===== config.mk =====
export PLATFORM = sky130hd
export DESIGN_NAME = npu_sigmoid_fifo
export DESIGN_NICKNAME = d
export VERILOG_FILES = /design/src/rtl/npu_sigmoid_fifo.sv
export SDC_FILE = /design/constraint.sdc
export NUM_CORES = 1
export LEC_CHECK = 0
export CORE_AREA = 2 2 119 207
export DETAILED_ROUTE_END_ITERATION = 10
export DIE_AREA = 0 0 121 209
export PLACE_DENSITY = 0.79
export SLEW_MARGIN = 15
export SYNTH_ARGS = -nofsm -noshare
export SYNTH_HDL_FRONTEND = slang
export SYNTH_SLANG_ARGS = --single-unit

===== constraint.sdc =====
create_clock -name CLK -period 4.7 [get_ports CLK]
set_clock_uncertainty 0.2 [all_clocks]
set_input_delay 1.175 -clock CLK [delete_from_list [all_inputs] [get_ports CLK]]
set_output_delay 1.175 -clock CLK [all_outputs]
set_load 0.02 [all_outputs]

===== src/rtl/npu_sigmoid_fifo.sv =====
// ---------------------------------------------------------------------------
// npu_sigmoid_fifo
//
// Activation buffer between the NPU sigmoid unit and the PE array. Entries
// are written by the sigmoid unit and streamed back out to the PEs. Every PE
// of the next layer consumes the same activation vector, so the read side can
// be replayed:
//   - commit records the current read position as the mark and releases every
//     entry before it;
//   - rewind moves the read position back to the mark and re-streams from
//     there.
// Space is reclaimed only on commit. This means full is measured from the
// mark and not from the read pointer.
//
// Ports
//   CLK                            clock, rising edge
//   npu_rst_n                      asynchronous reset, active low
//   npu_sigmoid_fifo_flush         synchronous clear of pointers, dout and flags
//   npu_sigmoid_fifo_din           write data from the sigmoid unit
//   npu_sched_sigmoid_fifo_wr_en   write request
//   npu_sched_sigmoid_fifo_rd_en   read request
//   npu_sched_sigmoid_fifo_commit  mark := rd_ptr (frees consumed entries)
//   npu_sched_sigmoid_fifo_rewind  rd_ptr := mark (replay)
//   npu_sigmoid_fifo_dout          registered read data
//   npu_sigmoid_fifo_dout_valid    dout was loaded at the last edge
//   npu_sigmoid_fifo_full          no free entry (wr_ptr - mark == DEPTH)
//   npu_sigmoid_fifo_empty         no unread entry (rd_ptr == wr_ptr)
//   npu_sigmoid_fifo_count         unread entries (wr_ptr - rd_ptr)
//   npu_sigmoid_fifo_overflow      sticky, a write was dropped
//   npu_sigmoid_fifo_underflow     sticky, a read was ignored
// ---------------------------------------------------------------------------
module npu_sigmoid_fifo #(
    parameter int DATA_W = 16,
    parameter int DEPTH  = 16,
    parameter int ADDR_W = 4
) (
    input  logic              CLK,
    input  logic              npu_rst_n,
    input  logic              npu_sigmoid_fifo_flush,
    input  logic [DATA_W-1:0] npu_sigmoid_fifo_din,
    input  logic              npu_sched_sigmoid_fifo_wr_en,
    input  logic              npu_sched_sigmoid_fifo_rd_en,
    input  logic              npu_sched_sigmoid_fifo_commit,
    input  logic              npu_sched_sigmoid_fifo_rewind,
    output logic [DATA_W-1:0] npu_sigmoid_fifo_dout,
    output logic              npu_sigmoid_fifo_dout_valid,
    output logic              npu_sigmoid_fifo_full,
    output logic              npu_sigmoid_fifo_empty,
    output logic [ADDR_W:0]   npu_sigmoid_fifo_count,
    output logic              npu_sigmoid_fifo_overflow,
    output logic              npu_sigmoid_fifo_underflow
);

    localparam int PTR_W = ADDR_W + 1;
    localparam logic [PTR_W-1:0] PTR_ONE   = PTR_W'(1);
    localparam logic [PTR_W-1:0] PTR_DEPTH = PTR_W'(DEPTH);

    // Pointers carry one extra wrap bit so that full and empty are distinct
    // when the low address bits coincide.
    logic [PTR_W-1:0]  wr_ptr;
    logic [PTR_W-1:0]  rd_ptr;
    logic [PTR_W-1:0]  mark_ptr;

    logic [DATA_W-1:0] mem [DEPTH];

    logic [ADDR_W-1:0] wr_addr;
    logic [ADDR_W-1:0] rd_addr;
    logic [PTR_W-1:0]  used_from_mark;

    logic              wr_accept;
    logic              wr_drop;
    logic              rd_accept;
    logic              rd_reject;
    logic              commit_take;

    // -----------------------------------------------------------------------
    // Status, all derived from registered pointers.
    // -----------------------------------------------------------------------
    assign wr_addr        = wr_ptr[ADDR_W-1:0];
    assign rd_addr        = rd_ptr[ADDR_W-1:0];
    assign used_from_mark = wr_ptr - mark_ptr;

    assign npu_sigmoid_fifo_empty = (rd_ptr == wr_ptr);
    assign npu_sigmoid_fifo_full  = (used_from_mark == PTR_DEPTH);
    assign npu_sigmoid_fifo_count = wr_ptr - rd_ptr;

    // -----------------------------------------------------------------------
    // Request qualification. Flush wins over everything. Rewind suppresses
    // the read and the commit of the same cycle without raising a flag. All
    // decisions use the pre-edge flags, so a same-cycle read never makes room
    // for a write and a same-cycle write never feeds a read.
    // -----------------------------------------------------------------------
    always_comb begin
        wr_accept   = 1'b0;
        wr_drop     = 1'b0;
        rd_accept   = 1'b0;
        rd_reject   = 1'b0;
        commit_take = 1'b0;
        if (!npu_sigmoid_fifo_flush) begin
            if (npu_sched_sigmoid_fifo_wr_en) begin
                wr_accept = !npu_sigmoid_fifo_full;
                wr_drop   =  npu_sigmoid_fifo_full;
            end
            if (!npu_sched_sigmoid_fifo_rewind) begin
                if (npu_sched_sigmoid_fifo_rd_en) begin
                    rd_accept = !npu_sigmoid_fifo_empty;
                    rd_reject =  npu_sigmoid_fifo_empty;
                end
                commit_take = npu_sched_sigmoid_fifo_commit;
            end
        end
    end

    // -----------------------------------------------------------------------
    // Storage. It is not reset; only the pointers decide which entries are
    // meaningful.
    // -----------------------------------------------------------------------
    always_ff @(posedge CLK) begin
        if (wr_accept) begin
            mem[wr_addr] <= npu_sigmoid_fifo_din;
        end
    end

    // -----------------------------------------------------------------------
    // Write pointer.
    // -----------------------------------------------------------------------
    always_ff @(posedge CLK or negedge npu_rst_n) begin
        if (!npu_rst_n) begin
            wr_ptr <= '0;
        end else if (npu_sigmoid_fifo_flush) begin
            wr_ptr <= '0;
        end else if (wr_accept) begin
            wr_ptr <= wr_ptr + PTR_ONE;
        end
    end

    // -----------------------------------------------------------------------
    // Read pointer. Rewind moves it back to the mark. Otherwise an accepted
    // read advances it.
    // -----------------------------------------------------------------------
    always_ff @(posedge CLK or negedge npu_rst_n) begin
        if (!npu_rst_n) begin
            rd_ptr <= '0;
        end else if (npu_sigmoid_fifo_flush) begin
            rd_ptr <= '0;
        end else if (npu_sched_sigmoid_fifo_rewind) begin
            rd_ptr <= mark_ptr;
        end else if (rd_accept) begin
            rd_ptr <= rd_ptr + PTR_ONE;
        end
    end

    // -----------------------------------------------------------------------
    // Mark pointer. It takes the pre-edge read pointer, so an entry that is
    // read in the commit cycle stays allocated until the next commit.
    // -----------------------------------------------------------------------
    always_ff @(posedge CLK or negedge npu_rst_n) begin
        if (!npu_rst_n) begin
            mark_ptr <= '0;
        end else if (npu_sigmoid_fifo_flush) begin
            mark_ptr <= '0;
        end else if (commit_take) begin
            mark_ptr <= rd_ptr;
        end
    end

    // -----------------------------------------------------------------------
    // Read data. dout holds its value whenever no read is accepted.
    // dout_valid only marks the edges that loaded dout.
    // -----------------------------------------------------------------------
    always_ff @(posedge CLK or negedge npu_rst_n) begin
        if (!npu_rst_n) begin
            npu_sigmoid_fifo_dout       <= '0;
            npu_sigmoid_fifo_dout_valid <= 1'b0;
        end else if (npu_sigmoid_fifo_flush) begin
            npu_sigmoid_fifo_dout       <= '0;
            npu_sigmoid_fifo_dout_valid <= 1'b0;
        end else begin
            npu_sigmoid_fifo_dout_valid <= rd_accept;
            if (rd_accept) begin
                npu_sigmoid_fifo_dout <= mem[rd_addr];
            end
        end
    end

    // -----------------------------------------------------------------------
    // Sticky error flags. Only reset or flush clears them.
    // -----------------------------------------------------------------------
    always_ff @(posedge CLK or negedge npu_rst_n) begin
        if (!npu_rst_n) begin
            npu_sigmoid_fifo_overflow  <= 1'b0;
            npu_sigmoid_fifo_underflow <= 1'b0;
        end else if (npu_sigmoid_fifo_flush) begin
            npu_sigmoid_fifo_overflow  <= 1'b0;
            npu_sigmoid_fifo_underflow <= 1'b0;
        end else begin
            if (wr_drop) begin
                npu_sigmoid_fifo_overflow <= 1'b1;
            end
            if (rd_reject) begin
                npu_sigmoid_fifo_underflow <= 1'b1;
            end
        end
    end

endmodule


=== After elaboration in Yosys (flattened, before gate mapping) ===
Memories as Yosys holds them, arrays and structs flattened.
Index checks and enable logic that the tools add are counted.

* Add/sub/neg operators: 4
* Equality and inequality tests: 2
* Muxes and demuxes: 28
* Reductions and logical operators: 8

{| class="wikitable"
|+ Operator list
! kind !! count
|-
| $mux W5 || 7
|-
| $mux W16 || 2
|-
| $mux W1 || 19
|-
| $add A5 B1 Y5 const B || 2
|-
| $reduce_bool A2 Y1 || 5
|-
| $sub A5 B5 Y5 || 2
|-
| $eq A5 B5 Y1 || 1
|-
| $eq A5 B5 Y1 const B || 1
|-
| $reduce_bool A3 Y1 || 1
|-
| $logic_not A1 Y1 || 2
|}

* Register bits after elaboration: 34
* Bits in writable memories: 256
* Bits of input ports: 23
* Output and inout port bits: 26
* Word-level logic and storage cells: 50
* Memories: 1

{| class="wikitable"
|+ Memories
! name !! words !! bits a word !! rd ports !! clocked after memory_dff !! write ports !! RTL line !! RTL
|-
| mem || 16 || 16 || 1 || 0 || 1 || 64 || <nowiki>logic [DATA_W-1:0] mem [DEPTH];</nowiki>
|}

=== Depth between registers and ports, before layout ===
* Depth after elaboration: 8
* Depth in mapped cells: 11
* Gate-level depth less buffers: 7

=== Worst setup path after synthesis ===
OpenSTA, ideal clock, no wires.

* Path type: input to register
* From: input port npu_sched_sigmoid_fifo_wr_en
* To: memory mem[3][0] (enable)
* Setup time: 409 ps
* Arrival time: 2867 ps
* Data required time: 4091 ps
* Path slack: 1224 ps
* Cell stages on the path: 4
* Buffers on the path: 0
* Cells stage by stage: inv_1 a31oi_2 nand2_1 nor3_1

* Word-level cells in the longest chain between the ends: 4

{| class="wikitable"
|+ Ends and longest elaborated chain
! element !! RTL line !! RTL
|-
| from (decl) || 41 || <nowiki>input logic npu_sched_sigmoid_fifo_wr_en,</nowiki>
|-
| $mux W1 || 100 || <nowiki>if (npu_sched_sigmoid_fifo_wr_en) begin</nowiki>
|-
| $mux W1 || 99 || <nowiki>if (!npu_sigmoid_fifo_flush) begin</nowiki>
|-
| $mux W1 || 119 || <nowiki>if (wr_accept) begin</nowiki>
|-
| $mux W1 (implied by the code) || 120 || <nowiki>mem[wr_addr] <= npu_sigmoid_fifo_din;</nowiki>
|-
| to (decl) || 64 ||
|}

No other way between the ends.

=== Worst setup path in the final report ===
* From: register wr_ptr[0]
* To: output port npu_sigmoid_fifo_count[4]

* Word-level cells in the longest chain between the ends: 1

{| class="wikitable"
|+ Ends and longest elaborated chain
! element !! RTL line !! RTL
|-
| from (decl) || 60 || <nowiki>logic [PTR_W-1:0] wr_ptr;</nowiki>
|-
| from (signal assigned) || 133 || <nowiki>wr_ptr <= wr_ptr + PTR_ONE;</nowiki>
|-
| $sub A5 B5 Y5 || 85 || <nowiki>assign npu_sigmoid_fifo_count = wr_ptr - rd_ptr;</nowiki>
|-
| to (decl) || 49 || <nowiki>output logic [ADDR_W:0] npu_sigmoid_fifo_count,</nowiki>
|}

No other way between the ends.

==> impl_metrics.yaml <==
synthesis:
  ys_types: 43
  synth.top_cell.area_share_pct: 66.4
  ys_seq_area_share_pct: 73.8
  synth_common_cells: "edfxtp_1, mux4_2, mux2i_1, dfrtp_1, nor2_1"
  yosysTopAreaCell: "edfxtp_1"
  ys.flop_type: "edfxtp_1"
  yosys_register_bits: 290
  yosys_warnings: 0
  ys_async_sr_fraction_pct: 11.7
  synthTopCellsByArea: "edfxtp_1, mux4_2, dfrtp_1"
  synth_area_sq_um: 11600
  syn-num-nets: 619
  synthCells: 582
  synth_edf_count: 256
  avgSynthCellArea_sq_um: 19.9
  synth.most_common_cell: "edfxtp_1"
finish:
  n_antenna_cell: 0
  drive_gt1_share_pct: 21.2
  nets: 687
  area_growth_pct: 15.8
clock_network:
  clk-insertion-delay-late_ns: 0.54
  cts_tree: "yes"
  root_buffer: "clkbuf_16"
  h-tree-depth: 1
  cts_resized: 0
  clk_pin_slew_ns: 0.07
  post_cts_buffers: 0
  cts_max_path_buffers: 3
  cts_buffers: 25
  cts_sinks: 290
  hold_buffers: 0
die:
  ioPinCount: 49
  coreArea_sq_um: 23700
  initial_utilization_pct: 48.8
  die-area_sq_um: 25300
  die_y_um: 209
  die_x_um: 121
  rows: 75
worst_setup_path:
  slowest_delay_ns: 0.62
  slowest_stage: "clkdlybuf4s50_1"
  end_kind: "output pin"
  reg2regPathDepth: 7
  crit_buf_inv: 3
  cp_max_fo: 5
  cp.depth: 8
  critPathKind: "flip-flop to output pin"
  cp_cell_sequence: "inv_1 -> ha_1 -> fa_1 -> inv_1 -> a21o_1 -> a21oi_1 -> xor2_1 -> clkdlybuf4s50_1"
  critPathTopFamily: "buffers and inverters"
  r2r-start: "wr_ptr[3]$_DFFE_PN0P_"
  crit_path_start_kind: "flip-flop"
  r2r_end: "mem[15][6]$_DFFE_PP_"
  cp_common_cell: "inv_1"
  ff2ff_setup_slack_ns: 1.38
  crit_arrival_ns: 2.79
  required_ns: 3.32
timing:
  setup_tns_ns: 0
  rsz0062_at_grt: "false"
  period_minus_slack_ns: 4.17
  post-route-period-util_pct: 88.6
  hold_viol: 0
  hold_ws_ns: 0.305
  timing.slew.headroom_pct: 34.9
  slew_violations: 0
  tightest_slew_ns: 0.976
  setup_viol: 0
  fmax_mhz: 240
worst_hold_path:
  min_path_type: "flip-flop to flip-flop"
  hold_end: "npu_sigmoid_fifo_underflow$_DFFE_PN0P_"
  min_from: "npu_sigmoid_fifo_underflow$_DFFE_PN0P_"
  holdPathStages: 2
global_routing:
  use_met2_pct: 35.3
  use_met1_pct: 23.8
  grt_pass1_wl_um: 37400
  grt_max_degree: 68
  grtUsageTotal_pct: 20.0
  grt-ovfl-total: 0
  top_usage_layer: "met2"
  use_met3_pct: 2.81
  grt_antenna_before_repair: 0
  grt_pass1_vias: 6275
route:
  firstDrtPassIters: 5
  drc: 0
  ant_nets: 0
  avgViaCountPerCell: 5.92
  drt_iter0_drc: 604
  vias: 5785
  wl_um: 24700
  wl_per_cell_um: 25.3
pwr:
  p_leak_nw: 4.59
  p_total_mw: 5.48
  ir_drop_mv: 0.201
  p_int_mw: 4.34
  p_seq_share_pct: 52.1
  p_sw_mw: 1.14
  switching_share_pct: 20.9
  cellPowerDensity_nw_per_um2: 409
  p_clk_share_pct: 41.4
  combPwrFrac_pct: 6.5
outcome:
  status: "complete, no violations"
placed_design:
  hpwl_um: 14600
  io_buffers: 48
  gp_congestion: 0.827
job:
  maxCapViolCount: 0
-- cell usage in the layout (no fill, tap or decap), types with 2 or more instances in the layout --
| cell type | synthesis | final |
|---|---|---|
| edfxtp_1 | 256 | 256 |
| mux4_2 | 64 | 64 |
| clkdlybuf4s50_1 | 0 | 47 |
| mux2i_1 | 36 | 36 |
| dfrtp_1 | 34 | 32 |
| nor2_1 | 25 | 25 |
| clkbuf_16 | 0 | 25 |
| buf_4 | 4 | 23 |
| inv_1 | 17 | 17 |
| nand3b_1 | 16 | 16 |
| o221ai_1 | 16 | 16 |
| ha_1 | 13 | 13 |
| a21oi_1 | 10 | 10 |
| and2_1 | 9 | 9 |
| xnor2_1 | 7 | 7 |
| nand2_1 | 6 | 6 |
| bufinv_16 | 0 | 6 |
| nor2b_1 | 5 | 5 |
| clkinv_1 | 1 | 5 |
| nor3_2 | 0 | 4 |
| a21o_1 | 3 | 3 |
| and3_1 | 3 | 3 |
| nand4_1 | 3 | 3 |
| or3_1 | 3 | 3 |
| clkinv_2 | 0 | 3 |
| o21ai_0 | 2 | 2 |
| nand2b_1 | 2 | 2 |
| nand3_1 | 2 | 2 |
| mux2_2 | 2 | 2 |
| inv_6 | 0 | 2 |
| clkinv_4 | 0 | 2 |
| clkbuf_8 | 0 | 2 |
-- registers in the layout, indices dropped and copies added (netlist names) --
signal	flops
mark_ptr	5
mem	256
npu_sigmoid_fifo_dout	16
npu_sigmoid_fifo_dout_valid	1
npu_sigmoid_fifo_overflow	1
npu_sigmoid_fifo_underflow	1
rd_ptr	5
wr_ptr	5
-- how the worst max path moves through the flow --
| stage | from | endpoint | slack, ns |
|---|---|---|---|
| after floorplan | npu_sched_sigmoid_fifo_wr_en | mem[3][0]$_DFFE_PP_ | 1.22 |
| after global placement | npu_sched_sigmoid_fifo_wr_en | mem[15][6]$_DFFE_PP_ | 1.11 |
| after detailed placement | npu_sched_sigmoid_fifo_wr_en | mem[15][6]$_DFFE_PP_ | 1.07 |
| after CTS | wr_ptr[0]$_DFFE_PN0P_ | npu_sigmoid_fifo_count[4] | 0.51 |
| after global routing | wr_ptr[0]$_DFFE_PN0P_ | npu_sigmoid_fifo_count[4] | 0.40 |
| final | wr_ptr[0]$_DFFE_PN0P_ | npu_sigmoid_fifo_count[4] | 0.53 |
-- through the flow --
step	setup WS, ns	utilization, %	area [sq um]	cells
3_3_place_gp	1.11	52.6	12500	931
3_5_place_dp	1.07	52.6	12500	931
2_1_floorplan	1.22	-	11600	582
5_1_grt	0.400	56.4	13400	977
6_report	0.534	56.4	13400	977
4_1_cts	0.513	56.4	13400	977
-- worst register-to-register path: stages, from the launching register on --
cell      delay, ns
dfrtp_1        0.60
ha_1           0.34
and2_1         0.15
o2111a_1       0.25
a31oi_2        0.47
and3_1         0.29
and2_1         0.44
buf_4          0.29
-- per-layer routing --
metal / wire (um) / vias up
met4: 879 / 0
met3: 1320 / 64
li1: - / 2491
met1: 8860 / 3008
met5: 0 / -
met2: 13700 / 222
-- power groups by stage --
stage / combinational [mW] / sequential (mW) / clock, mW
after floorplan: 0.193 / 2.92 / 0
after global placement: 0.348 / 2.91 / 0
after detailed placement: 0.358 / 2.91 / 0
after CTS: 0.360 / 2.86 / 2.30
after global routing: 0.382 / 2.86 / 2.39
final: 0.356 / 2.86 / 2.27
-- layout make-up --
class                   instances  area [sq um]
flip-flops and latches        290          8540
inverters                      19          71.3
fillers                      1708         10300
repair buffers                 71           648
clock buffers                  28           657
clock inverters                18           256
well taps                     308           385
multi-input cells             243          2840
-- cell families after synthesis --
| kind of cell | after synthesis | share of synthesized area (%) |
|---|---|---|
| AO/OA/AOI/OAI | 39 | 2.55 |
| adder cells (fa/ha/maj) | 14 | 1.58 |
| XOR/XNOR | 9 | 0.746 |
| multiplexers | 102 | 15.8 |
| flip-flops | 290 | 73.8 |
| buffers and inverters | 49 | 1.88 |
| AND/OR/NAND/NOR | 79 | 3.72 |
No activity file was read; power rests on OpenSTA's default activity.
